===== src/rtl/rescue_pkg.sv =====
// Shared types, constants and helper functions for the rescue dispatcher.
package rescue_pkg;

    typedef enum logic [1:0] {
        ST_IDLE     = 2'd0,
        ST_SERVE    = 2'd1,
        ST_DISPATCH = 2'd2
    } state_t;

    localparam logic [1:0] PRIO_LOW    = 2'd0;
    localparam logic [1:0] PRIO_MEDIUM = 2'd1;
    localparam logic [1:0] PRIO_HIGH   = 2'd2;
    localparam logic [1:0] PRIO_URGENT = 2'd3;

    localparam int DEF_NUM_TEAMS = 4;
    localparam int DEF_BASE_TIME = 4;

    // Higher priority means a shorter mission: (4 - prio) * base cycles.
    function automatic logic [7:0] mission_duration(input logic [1:0] prio, input int base);
        logic [7:0] d;
        case (prio)
            PRIO_URGENT: d = 8'(base);
            PRIO_HIGH:   d = 8'(2 * base);
            PRIO_MEDIUM: d = 8'(3 * base);
            default:     d = 8'(4 * base);
        endcase
        return d;
    endfunction

    function automatic logic [1:0] lowest_free(input logic [3:0] busy);
        logic [1:0] idx;
        idx = 2'd0;
        for (int i = 3; i >= 0; i--) begin
            if (!busy[i]) idx = 2'(i);
        end
        return idx;
    endfunction

endpackage


===== src/rtl/rescue_dispatch_team_timer.sv =====
// Per-team mission timer: loads a duration, counts down to zero, busy while nonzero.
module team_timer (
    input  logic       Main_Clock,
    input  logic       Reset,
    input  logic       load,
    input  logic [7:0] load_value,
    output logic       busy
);

    logic [7:0] count;

    always_ff @(posedge Main_Clock) begin
        if (Reset)
            count <= 8'd0;
        else if (load)
            count <= load_value;
        else if (count != 8'd0)
            count <= count - 8'd1;
    end

    assign busy = (count != 8'd0);

endmodule


===== src/rtl/rescue_dispatch.sv =====
// Pops the evacuation queue head and assigns it to the lowest-index free rescue team.
module rescue_dispatch
    import rescue_pkg::*;
#(
    parameter int NUM_TEAMS = DEF_NUM_TEAMS,
    parameter int BASE_TIME = DEF_BASE_TIME
) (
    input  logic                 Main_Clock,
    input  logic                 Reset,
    input  logic                 Enable,
    input  logic [7:0]           Queue_Zone,
    input  logic [1:0]           Queue_Priority,
    input  logic                 Queue_Empty,
    output logic                 Serve,
    output logic                 Dispatch_Valid,
    output logic [1:0]           Dispatch_Team,
    output logic [7:0]           Dispatch_Zone,
    output logic [1:0]           Dispatch_Priority,
    output logic [NUM_TEAMS-1:0] Team_Busy,
    output logic [7:0]           Mission_Count
);

    state_t               state, state_next;
    logic [7:0]           cap_zone;
    logic [1:0]           cap_prio;
    logic [1:0]           cap_team;
    logic [NUM_TEAMS-1:0] busy;
    logic [NUM_TEAMS-1:0] load;
    logic [3:0]           busy_pad;
    logic [7:0]           load_value;
    logic                 start;

    // Teams that do not exist look permanently busy to the encoder.
    always_comb begin
        busy_pad                 = '1;
        busy_pad[NUM_TEAMS-1:0]  = busy;
        start                    = Enable && !Queue_Empty && !(&busy);
    end

    always_comb begin
        state_next = state;
        case (state)
            ST_IDLE:     if (start) state_next = ST_SERVE;
            ST_SERVE:    state_next = ST_DISPATCH;
            ST_DISPATCH: state_next = ST_IDLE;
            default:     state_next = ST_IDLE;
        endcase
    end

    always_ff @(posedge Main_Clock) begin
        if (Reset) begin
            state             <= ST_IDLE;
            Serve             <= 1'b0;
            Dispatch_Valid    <= 1'b0;
            cap_zone          <= 8'd0;
            cap_prio          <= 2'd0;
            cap_team          <= 2'd0;
            Dispatch_Team     <= 2'd0;
            Dispatch_Zone     <= 8'd0;
            Dispatch_Priority <= 2'd0;
            Mission_Count     <= 8'd0;
        end else begin
            state          <= state_next;
            Serve          <= (state_next == ST_SERVE);
            Dispatch_Valid <= (state_next == ST_DISPATCH);
            if (state == ST_IDLE && start) begin
                cap_zone <= Queue_Zone;
                cap_prio <= Queue_Priority;
                cap_team <= lowest_free(busy_pad);
            end
            if (state == ST_SERVE) begin
                Dispatch_Team     <= cap_team;
                Dispatch_Zone     <= cap_zone;
                Dispatch_Priority <= cap_prio;
            end
            if (state == ST_DISPATCH && Mission_Count != 8'hFF)
                Mission_Count <= Mission_Count + 8'd1;
        end
    end

    // Timer load lands on the SERVE->DISPATCH edge so busy rises with Dispatch_Valid.
    always_comb begin
        load       = '0;
        load_value = mission_duration(cap_prio, BASE_TIME);
        for (int i = 0; i < NUM_TEAMS; i++)
            load[i] = (state == ST_SERVE) && (cap_team == 2'(i));
    end

    for (genvar g = 0; g < NUM_TEAMS; g++) begin : g_team
        team_timer u_timer (
            .Main_Clock (Main_Clock),
            .Reset      (Reset),
            .load       (load[g]),
            .load_value (load_value),
            .busy       (busy[g])
        );
    end

    assign Team_Busy = busy;

endmodule


===== config.mk =====
export PLATFORM = sky130hd
export DESIGN_NAME = rescue_dispatch
export DESIGN_NICKNAME = d
export VERILOG_FILES = /design/src/rtl/rescue_pkg.sv /design/src/rtl/rescue_dispatch_team_timer.sv /design/src/rtl/rescue_dispatch.sv
export SDC_FILE = /design/constraint.sdc
export NUM_CORES = 1
export LEC_CHECK = 0
export CAP_MARGIN = 20
export CORE_ASPECT_RATIO = 0.9
export CORE_MARGIN = 2
export CORE_UTILIZATION = 55
export CTS_CLUSTER_SIZE = 8
export DETAILED_ROUTE_END_ITERATION = 12
export PLACE_DENSITY = 0.91
export REMOVE_ABC_BUFFERS = 1
export SYNTH_ARGS = -nofsm -noshare
export SYNTH_HDL_FRONTEND = slang
export SYNTH_SLANG_ARGS = --single-unit

===== constraint.sdc =====
create_clock -name Main_Clock -period 6.1 [get_ports Main_Clock]
set_clock_uncertainty 0.1 [all_clocks]
set_input_delay 0.61 -clock Main_Clock [delete_from_list [all_inputs] [get_ports Main_Clock]]
set_output_delay 0.61 -clock Main_Clock [all_outputs]
set_load 0.02 [all_outputs]

Word level (Yosys, flattened, before mapping):

Index checks and enable logic that the tools add are counted.

* equal/unequal tests: 11
* reductions and logical operators: 21
* add/sub/neg operators: 5
* muxes and demuxes: 15

Operator list (count)
* two-way mux 8 bit: 8
* nonzero test 8 bit: 4
* subtractor 8 x 1 -> 8 bit (second input constant): 4
* case mux 5 bit (3 select lines): 1
* == test 2 bit (second input constant): 6
* two-way mux 2 bit: 5
* adder 8 x 1 -> 8 bit (second input constant): 1
* == test 2 x 1 -> 1 bit (second input constant): 4
* logical AND 1 bit: 8
* != test 8 bit (second input constant): 1
* nonzero test 2 bit: 4
* logical NOT 2 bit: 2
* case mux 2 bit (2 select lines): 1
* AND reduction 4 bit: 1
* logical NOT 1 bit: 2

* input port bits: 14
* register bits: 68
* output and inout port bits: 26

Longest topological paths before layout:

Gate-level depths: netlist (run 1).

* depth in word-level cells: 7
* gate-level depth with buffers: 9
* depth with buffers taken out: 8

Hierarchy:

From an unflattened synthesis (run 1), not the netlist that was laid out.

* cells, all modules: 395
* area total of the unflattened synthesis: 3437.0 µm²

By module, submodules not included
* team_timer: times used 4, area each 479.2 µm², cells an instance 54
* rescue_dispatch: times used 1, area each 1520.2 µm², cells an instance 179

Worst setup path after synthesis (run 1):

No wires, ideal clock.

* kind: register to register
* from: register g_team[3].u_timer.count[3]
* to: register cap_zone[3]
* cell stages (with the launch flop): 8
* library setup time: 0.129 ns
* arrival time: 2.009 ns
* period minus slack after synthesis: 2.238 ns
* path slack: 3.862 ns
* data required time: 5.871 ns
* path buffers: 2
* cells stage by stage: dfxtp_1 or4_4 or3_1 buf_6 a41oi_4 buf_8 mux2i_1 nor2_1

* longest elaborated chain between the ends: 5

Ends and longest elaborated chain
* start: declaration: RTL line rescue_dispatch_team_timer.sv:10 `logic [7:0] count;`
* start signal: assignment: RTL line rescue_dispatch_team_timer.sv:16 `count <= load_value;`
* start signal: assignment: RTL line rescue_dispatch_team_timer.sv:18 `count <= count - 8'd1;`
* nonzero test 8 bit: RTL line rescue_dispatch_team_timer.sv:21 `assign busy = (count != 8'd0);`
* via g_team[3].u_timer.busy: RTL line rescue_dispatch_team_timer.sv:7 `output logic busy`
* AND reduction 4 bit: RTL line rescue_dispatch.sv:37 `start = Enable && !Queue_Empty && !(&busy);`
* logical NOT 1 bit: RTL line rescue_dispatch.sv:37
* logical AND 1 bit: RTL line rescue_dispatch.sv:37
* logical AND 1 bit: RTL line rescue_dispatch.sv:66 `if (state == ST_IDLE && start) begin`
* end signal: assignment: RTL line rescue_dispatch.sv:67 `cap_zone <= Queue_Zone;`
* end: declaration: RTL line rescue_dispatch.sv:24 `logic [7:0] cap_zone;`

The timed path passes the listed nets, and every way through them passes these cells.
A chain may end at the register's enable or synchronous reset.

Worst setup path in the final report (run 1):

* from: register g_team[2].u_timer.count[0]
* to: output port Team_Busy[2]

* longest elaborated chain between the ends: 1

Ends and longest elaborated chain
* start: declaration: RTL line rescue_dispatch_team_timer.sv:10
* start signal: assignment: RTL line rescue_dispatch_team_timer.sv:16
* start signal: assignment: RTL line rescue_dispatch_team_timer.sv:18
* nonzero test 8 bit: RTL line rescue_dispatch_team_timer.sv:21
* end: declaration: RTL line rescue_dispatch.sv:19 `output logic [NUM_TEAMS-1:0] Team_Busy,`

Every way passes these cells.

==> results.json, run 1 <==
{
  "status": "finished clean",
  "end_kind": "output pin",
  "cts-root-buf": "clkbuf_8",
  "r2r_start": "g_team[0].u_timer.count[0]",
  "htreeDepth": 3,
  "drive_gt1_share_pct": 6.33,
  "fp-row-count": 25,
  "period_needed_ps": 3160,
  "remaining_drc_errors": 0,
  "path_buf_inv": 3,
  "fmax_mhz": 317,
  "totalWireLength_mm": 6.23,
  "yosysSeqAreaShare_pct": 44.4,
  "p_leak_uw": 0.00135,
  "synth_cell_types": 40,
  "cp_cell_sequence": "inv_1 -> ha_1 -> nor4b_1 -> and2_1 -> clkinv_1 -> clkdlybuf4s50_1",
  "cts_tree": "built",
  "gp_congestion": 0.838,
  "worstRegToRegCells": 7,
  "met2_usage_pct": 37.3,
  "finalHoldViolCount": 0,
  "critical-path-slowest-cell": "clkdlybuf4s50_1",
  "worst_setup_path_start_kind": "register",
  "synth.area.top_cells": "dfxtp_1 44%, nor2_1 6.7%, nand2_1 5.2%, a21oi_1 4.8%, mux2i_1 4.3%",
  "die_x_um": 82.1,
  "synth_ff_type": "dfxtp_1",
  "yosys.area.top_type_share_pct": 44.4,
  "worstSetupEndpoint": "Team_Busy[2]",
  "setup_viol": 0,
  "grt_use_met3_pct": 6.07,
  "final_cell_mix": "67 x dfxtp_1, 54 x nor2_1, 42 x nand2_1, 39 x clkdlybuf4s50_1, 29 x a21oi_1",
  "worst-path-stages": 6,
  "tightestPinTransition_ps": 974,
  "cts.sinks": 67,
  "worstPathArrival_ps": 2450,
  "relSlewSlack_pct": 34.9,
  "hp-class": "reg2reg",
  "ant_nets": 0,
  "via_per_inst": 5.49,
  "min_period_over_period_pct": 51.7,
  "vias": 2538,
  "register_area_um2": 1340,
  "io_pins": 40,
  "synthCells": 354,
  "grt_pass1_wl_mm": 10.7,
  "async_reset_ff_share_pct": 0,
  "area_growth_pct": 19.6,
  "crit_family": "buffers and inverters",
  "tns_ps": 0,
  "final_common_cell": "dfxtp_1",
  "antenna_found_initial": 0,
  "cts_buffers": 9,
  "p_per_area_nw_per_um2": 485,
  "syn_area_per_cell_um2": 8.53,
  "synth_edf_count": 0,
  "grt_max_degree": 43,
  "met1_usage_pct": 27.7,
  "maxCapViolCount": 0,
  "crit_fanout": 8,
  "cts_hold_buf": 0,
  "drtIter0Drc": 136,
  "ys_warn_count": 0,
  "r2r_end": "cap_zone[5]",
  "clk_pin_slew_worst_paths_ps": 80,
  "worstPathRequired_ps": 5390,
  "synth_area_um2": 3020,
  "max_stage_delay_ps": 620,
  "grt_pass1_vias": 2437,
  "critPathKind": "reg2out",
  "yosys_register_bits": 67,
  "portBuffers": 39,
  "clk_latency_ps": 350,
  "diodes": 0,
  "fillers": 415,
  "timing.final.ws_setup_ps": 2940,
  "hpwl_mm": 4.32,
  "cp-startpoint": "g_team[2].u_timer.count[0]",
  "grt.busiest_layer": "met2",
  "multi_input_area_um2": 1540,
  "coreArea_um2": 5290,
  "synth_top_area_cell": "dfxtp_1",
  "dieArea_um2": 6100,
  "r2r_setup_slack_ps": 3400,
  "slew_violations": 0,
  "rsz0062_at_grt": "no",
  "fin_nets": 412,
  "ir_drop_mv": 0.248,
  "grt.overflow.total": 0,
  "dieHeight_um": 74.3,
  "cts_resized": 0,
  "track_usage_pct": 22.7,
  "place_ws_ps": 3330,
  "start_util_pct": 57.1,
  "post-cts-setup-buffer-count": 0,
  "wl_per_cell_um": 13.5,
  "cts_max_path_buffers": 2,
  "first_pass_iters": 4
}
-- how the worst min path moves through the flow --
| stage | startpoint | endpoint | slack, ps | depth (start not counted) |
|---|---|---|---|---|
| 4_1_cts | cap_zone[0] | Dispatch_Zone[0] | 360 | 2 |
| 3_3_place_gp | cap_zone[4] | Dispatch_Zone[4] | 340 | 2 |
| 3_5_place_dp | Dispatch_Priority[0] | Dispatch_Priority[0] | 350 | 2 |
| 2_1_floorplan | cap_zone[0] | Dispatch_Zone[0] | 330 | 2 |
| 5_1_grt | cap_zone[0] | Dispatch_Zone[0] | 380 | 2 |
| 6_report | cap_zone[0] | Dispatch_Zone[0] | 360 | 2 |
-- through the flow --
stage	power, µW	area, µm²	util [%]	instances	hold slack, ps
after detailed placement	1380	3410	64.5	446	349
after global routing	1870	3610	68.3	462	382
after floorplan	1190	2930	-	339	325
after global placement	1340	3410	64.5	446	336
final	1750	3610	68.3	462	357
after CTS	1750	3610	68.3	462	361
-- tightest hold or removal path, delay by kind of cell, from the launching register on --
family	cells	cell delay, ps
flops	1	320
compound gates	1	50
simple gates	1	50
-- cell usage after synthesis, types with 4 or more instances --
cell	n
a211oi_1	9
a21oi_1	29
buf_4	4
clkbuf_1	8
dfxtp_1	67
ha_1	8
inv_1	13
mux2i_1	13
nand2_1	42
nand2b_1	10
nand3_1	9
nor2_1	54
nor2b_1	5
nor3_1	12
o21ai_0	7
or3_1	10
xnor2_1	12
xor2_1	11
-- state kept, by name (all words and copies together) (netlist names) --
| name | cells |
|---|---|
| Dispatch_Priority | 2 |
| Dispatch_Team | 2 |
| Dispatch_Valid | 1 |
| Dispatch_Zone | 8 |
| Mission_Count | 8 |
| Serve | 1 |
| cap_prio | 2 |
| cap_team | 2 |
| cap_zone | 8 |
| g_team.u_timer.count | 32 |
| state | 1 |
-- final cells by class --
| class | count | share of cell area [%] |
|---|---|---|
| well taps | 67 | 2.32 |
| flip-flops and latches | 67 | 37.1 |
| clock buffers | 9 | 3.43 |
| inverters | 14 | 1.45 |
| multi-input cells | 258 | 42.5 |
| clock inverters | 7 | 2.15 |
| repair buffers | 40 | 11.0 |
-- cell families (layout without fill, tap and decap cells) --
kind of cell             after synthesis  after routing  synth area share (%)
AND/OR/NAND/NOR                      161            161                  25.3
adder cells (fa/ha/maj)                8              8                  3.32
XOR/XNOR                              23             23                  6.67
multiplexers                          15             15                  5.06
buffers and inverters                 29             70                  4.72
flip-flops                            67             67                  44.4
AO/OA/AOI/OAI                         51             51                  10.5
-- routing by layer --
| metal | part of all wire, % | wire, µm |
|---|---|---|
| met1 | 44 | 2770 |
| met2 | 48 | 2990 |
| met3 | 5.8 | 364 |
| met4 | 1.7 | 104 |
| met5 | 0 | 0 |
-- where the power goes --
group,internal [µW],leakage (µW),switching [µW]
sequential,543,0.000547,95.1
combinational,338,0.000702,406
clock,191,0.0000998,180
Power figures use the tool's default switching activity.
==> run 2, diff against run 1 <==
--- a/config.mk
+++ b/config.mk
@@ -8,10 +8,10 @@
 export CAP_MARGIN = 20
 export CORE_ASPECT_RATIO = 0.9
 export CORE_MARGIN = 2
-export CORE_UTILIZATION = 55
+export CORE_UTILIZATION = 49
 export CTS_CLUSTER_SIZE = 8
 export DETAILED_ROUTE_END_ITERATION = 12
-export PLACE_DENSITY = 0.91
+export PLACE_DENSITY = 0.86
 export REMOVE_ABC_BUFFERS = 1
 export SYNTH_ARGS = -nofsm -noshare
 export SYNTH_HDL_FRONTEND = slang
==> constraint.sdc (replaced) <==
create_clock -name Main_Clock -period 2.87 [get_ports Main_Clock]
set_clock_uncertainty 0.1 [all_clocks]
set_input_delay 0.287 -clock Main_Clock [delete_from_list [all_inputs] [get_ports Main_Clock]]
set_output_delay 0.287 -clock Main_Clock [all_outputs]
set_load 0.02 [all_outputs]
==> results.json, run 2 (synthesized netlist as in run 1, its figures left out) <==
{
  "track_usage_pct": 19.5,
  "register_area_um2": 1340,
  "diodes": 0,
  "clk_pin_slew_worst_paths_ps": 80,
  "final_cell_mix": "67 x dfxtp_1, 54 x nor2_1, 42 x nand2_1, 38 x clkdlybuf4s50_1, 29 x a21oi_1",
  "p_leak_uw": 0.00135,
  "drtIter0Drc": 136,
  "ir_drop_mv": 0.391,
  "largest_register_ffs": 32,
  "dieArea_um2": 6810,
  "end_kind": "output pin",
  "hpwl_mm": 4.17,
  "area_growth_pct": 20.3,
  "drive_gt1_share_pct": 7.29,
  "worstPathArrival_ps": 2400,
  "multi_input_area_um2": 1540,
  "grt_max_degree": 39,
  "tns_ps": 0,
  "fp-row-count": 27,
  "tightestPinTransition_ps": 612,
  "place_area_um2": 3450,
  "totalWireLength_mm": 6.15,
  "status": "finished clean",
  "maxCapViolCount": 0,
  "cts.sinks": 67,
  "critPathKind": "reg2out",
  "remaining_drc_errors": 0,
  "coreArea_um2": 6050,
  "final_common_cell": "dfxtp_1",
  "fin_nets": 416,
  "worst_setup_path_start_kind": "register",
  "period_needed_ps": 2790,
  "rsz0062_at_grt": "no",
  "top_register": "g_team.u_timer.count",
  "grt.overflow.total": 0,
  "whs_ps": 358,
  "grt_pass1_wl_mm": 10.4,
  "wl_per_cell_um": 13.1,
  "place_ws_ps": 442,
  "gp_congestion": 0.852,
  "fin_area_um2": 3630,
  "cts_tree": "built",
  "worstPathRequired_ps": 2480,
  "cts_max_path_buffers": 2,
  "fillers": 526,
  "fmax_mhz": 359,
  "timing.final.ws_setup_ps": 82.8,
  "portBuffers": 39,
  "die_x_um": 86.7,
  "antenna_found_initial": 0,
  "vias": 2464,
  "start_util_pct": 49.9,
  "cts-root-buf": "clkbuf_8",
  "p_per_area_nw_per_um2": 1010,
  "fin_util_pct": 60.1,
  "io_pins": 40,
  "slew_violations": 0,
  "first_pass_iters": 4,
  "relSlewSlack_pct": 58.9,
  "clk_latency_ps": 350,
  "htreeDepth": 3,
  "cts_buffers": 9,
  "ant_nets": 0,
  "dieHeight_um": 78.5,
  "r2r_setup_slack_ps": 430,
  "crit_fanout": 9,
  "grt_pass1_vias": 2359,
  "hp-class": "reg2reg",
  "min_period_over_period_pct": 97.1,
  "finalHoldViolCount": 0,
  "setup_viol": 0,
  "via_per_inst": 5.24
}
-- run 2: cell count changes in the layout (fill, tap and decap cells not counted) --
| cell | previous run | this run |
|---|---|---|
| buf_4 | 1 | 5 |
| clkinv_4 | 3 | 0 |
| clkinvlp_4 | 1 | 4 |
| bufinv_16 | 1 | 0 |
| clkbuf_8 | 9 | 10 |
| clkdlybuf4s50_1 | 39 | 38 |
| clkinv_2 | 1 | 0 |
| dlymetal6s2s_1 | 0 | 1 |
| nor4b_1 | 3 | 2 |
| nor4b_2 | 0 | 1 |
-- run 2: worst max-delay path: stages, from the launching register on --
cell             delay (ps)
dfxtp_1                 360
or4_4                   560
or3_1                   530
clkdlybuf4s50_1         600
-- run 2: layout make-up --
cell class,instances,share of cell area (%)
inverters,14,1.45
flip-flops and latches,67,36.9
clock buffers,10,3.79
multi-input cells,258,42.4
well taps,72,2.48
clock inverters,5,1.07
repair buffers,44,11.8
-- run 2: final timing paths --
check | startpoint | endpoint | depth (start not counted)
worst max-delay path | g_team[3].u_timer.count[3] | Team_Busy[3] | 3
worst min register to register | Dispatch_Zone[7] | Dispatch_Zone[7] | 2
worst min-delay path | Dispatch_Zone[7] | Dispatch_Zone[7] | 2
worst max register to register | g_team[3].u_timer.count[3] | cap_zone[0] | 6
-- run 2: what timing repair did --
item,in CTS,in global routing
gates resized for setup,0,2
buffers inserted,0,0
hold buffers,0,0
setup endpoints to repair,0,2
-- run 2: stage by stage --
stage | power (µW) | cells
finish | 3660 | 470
global placement | 2880 | 455
floorplan | 2540 | 339
global route | 3940 | 470
CTS | 3670 | 470
detailed placement | 2950 | 455
-- run 2: metal layers --
layer / global-route usage, % / vias to the layer above / routed length, µm
li1: - / 1269 / -
met1: 23.8 / 1131 / 2910
met2: 30.7 / 52 / 2830
met3: 7.99 / 12 / 324
met4: 7.34 / 0 / 91
met5: 0 / - / 0
-- run 2: report_power, final --
part / switching (µW) / internal [µW] / leakage [µW]
Clock: 373 / 334 / 0.0000770
Sequential: 202 / 1150 / 0.000547
Combinational: 855 / 744 / 0.000728
==> run 3, diff against run 2 <==
--- a/config.mk
+++ b/config.mk
@@ -8,10 +8,11 @@
 export CAP_MARGIN = 20
 export CORE_ASPECT_RATIO = 0.9
 export CORE_MARGIN = 2
-export CORE_UTILIZATION = 49
+export CORE_UTILIZATION = 51
+export CTS_BUF_LIST = sky130_fd_sc_hd__clkbuf_8
 export CTS_CLUSTER_SIZE = 8
 export DETAILED_ROUTE_END_ITERATION = 12
-export PLACE_DENSITY = 0.86
+export PLACE_DENSITY = 0.89
 export REMOVE_ABC_BUFFERS = 1
 export SYNTH_ARGS = -nofsm -noshare
 export SYNTH_HDL_FRONTEND = slang
==> constraint.sdc (replaced) <==
create_clock -name Main_Clock -period 2.2 [get_ports Main_Clock]
set_clock_uncertainty 0.1 [all_clocks]
set_input_delay 0.22 -clock Main_Clock [delete_from_list [all_inputs] [get_ports Main_Clock]]
set_output_delay 0.22 -clock Main_Clock [all_outputs]
set_load 0.02 [all_outputs]
==> results.json, run 3 (synthesized netlist as in run 1, its figures left out) <==
{
  "status": "finished clean",
  "max_stage_delay_ps": 540,
  "coreArea_um2": 5690,
  "grt.overflow.total": 0,
  "path_buf_inv": 1,
  "min_period_over_period_pct": 97.5,
  "hpwl_mm": 4.62,
  "cp-startpoint": "g_team[3].u_timer.count[3]",
  "critical-path-slowest-cell": "or4_4",
  "wl_per_cell_um": 13.8,
  "area_growth_pct": 26.6,
  "final_common_cell": "dfxtp_1",
  "slew_violations": 0,
  "p_leak_uw": 0.00147,
  "period_needed_ps": 2150,
  "place_area_um2": 3550,
  "cts_hold_buf": 0,
  "tns_ps": 0,
  "final_cell_mix": "67 x dfxtp_1, 54 x nor2_1, 42 x nand2_1, 35 x clkdlybuf4s50_1, 29 x a21oi_1",
  "largest_register_ffs": 32,
  "track_usage_pct": 21.4,
  "dieArea_um2": 6550,
  "fin_nets": 431,
  "r2r_setup_slack_ps": 50,
  "finalHoldViolCount": 0,
  "dieHeight_um": 77.0,
  "grt_pass1_wl_mm": 11.2,
  "portBuffers": 39,
  "worstPathRequired_ps": 2340,
  "grt_pass1_vias": 2494,
  "end_kind": "register",
  "worst_setup_path_start_kind": "register",
  "totalWireLength_mm": 6.69,
  "htreeDepth": 3,
  "cts_max_path_buffers": 2,
  "fillers": 436,
  "diodes": 0,
  "grt_max_degree": 33,
  "first_pass_iters": 4,
  "vias": 2578,
  "r2r_start": "g_team[3].u_timer.count[3]",
  "cts_tree": "built",
  "cts_buffers": 9,
  "crit_family": "simple AND/OR/NAND/NOR gates",
  "cts-root-buf": "clkbuf_8",
  "p_per_area_nw_per_um2": 1380,
  "cp_cell_sequence": "or4_4 -> or3_4 -> a41oi_4 -> clkbuf_16 -> mux2i_1 -> nor2_1",
  "cts.sinks": 67,
  "clk_latency_ps": 350,
  "fmax_mhz": 466,
  "fin_area_um2": 3820,
  "gp_congestion": 0.810,
  "hp-class": "reg2reg",
  "top_register": "g_team.u_timer.count",
  "remaining_drc_errors": 0,
  "worstRegToRegCells": 6,
  "critPathKind": "reg2reg",
  "p_total_uw": 5260,
  "whs_path_depth": 2,
  "fin_util_pct": 67.1,
  "r2r_end": "cap_zone[4]",
  "worstSetupEndpoint": "cap_zone[4]",
  "ant_nets": 0,
  "whs_ps": 356,
  "tightestPinTransition_ps": 504,
  "ir_drop_mv": 0.884,
  "maxCapViolCount": 0,
  "drtIter0Drc": 127,
  "fp-row-count": 26,
  "drive_gt1_share_pct": 12.6,
  "antenna_found_initial": 0,
  "start_util_pct": 53.0,
  "relSlewSlack_pct": 66.3,
  "setup_viol": 0,
  "worstPathArrival_ps": 2280,
  "io_pins": 40,
  "via_per_inst": 5.34,
  "clk_pin_slew_worst_paths_ps": 70,
  "crit_fanout": 7,
  "die_x_um": 85.1,
  "worst-path-stages": 6
}
run 3: metal layers:
| metal | GRT usage [%] | wire, µm |
|---|---|---|
| met1 | 26.2 | 2900 |
| met2 | 34.8 | 3210 |
| met3 | 8.93 | 486 |
| met4 | 5.24 | 88 |
| met5 | 0 | 0 |
run 3: timing repair:
action,CTS,global route
resized for setup,13,5
gates cloned,0,1
pin swaps,0,2
setup endpoints to repair,14,13
setup buffers,0,2
run 3: stage by stage:
stage               instances  setup slack (ps)
detailed placement        465             -26.5
global placement          465              21.8
global route              483             -2.11
floorplan                 339              -218
CTS                       480              18.6
finish                    483              54.0
run 3: how the worst min path moves through the flow:
stage | start | to
finish | Dispatch_Zone[6] | Dispatch_Zone[6]
global route | cap_zone[7] | Dispatch_Zone[7]
CTS | Dispatch_Zone[6] | Dispatch_Zone[6]
detailed placement | cap_zone[2] | Dispatch_Zone[2]
global placement | cap_zone[7] | Dispatch_Zone[7]
floorplan | Reset | cap_team[0]
run 3: tightest hold or removal path: cells and delay by family, from the launching register on:
| family | cells | cell delay (ps) |
|---|---|---|
| compound gates | 1 | 50 |
| flops | 1 | 310 |
| simple gates | 1 | 50 |
run 3: cell type report:
type,instances,area (µm²),share of cell area (%)
inverters,14,52.6,1.37
well taps,70,87.6,2.29
clock inverters,6,90.1,2.36
flip-flops and latches,67,1340,35.1
clock buffers,9,124,3.24
multi-input cells,258,1570,41.0
repair buffers,59,561,14.7
run 3: power breakdown:
group	switching, µW	internal (µW)	leakage [µW]
sequential	263	1510	0.000547
combinational	1210	1160	0.000818
clock	484	635	0.000106
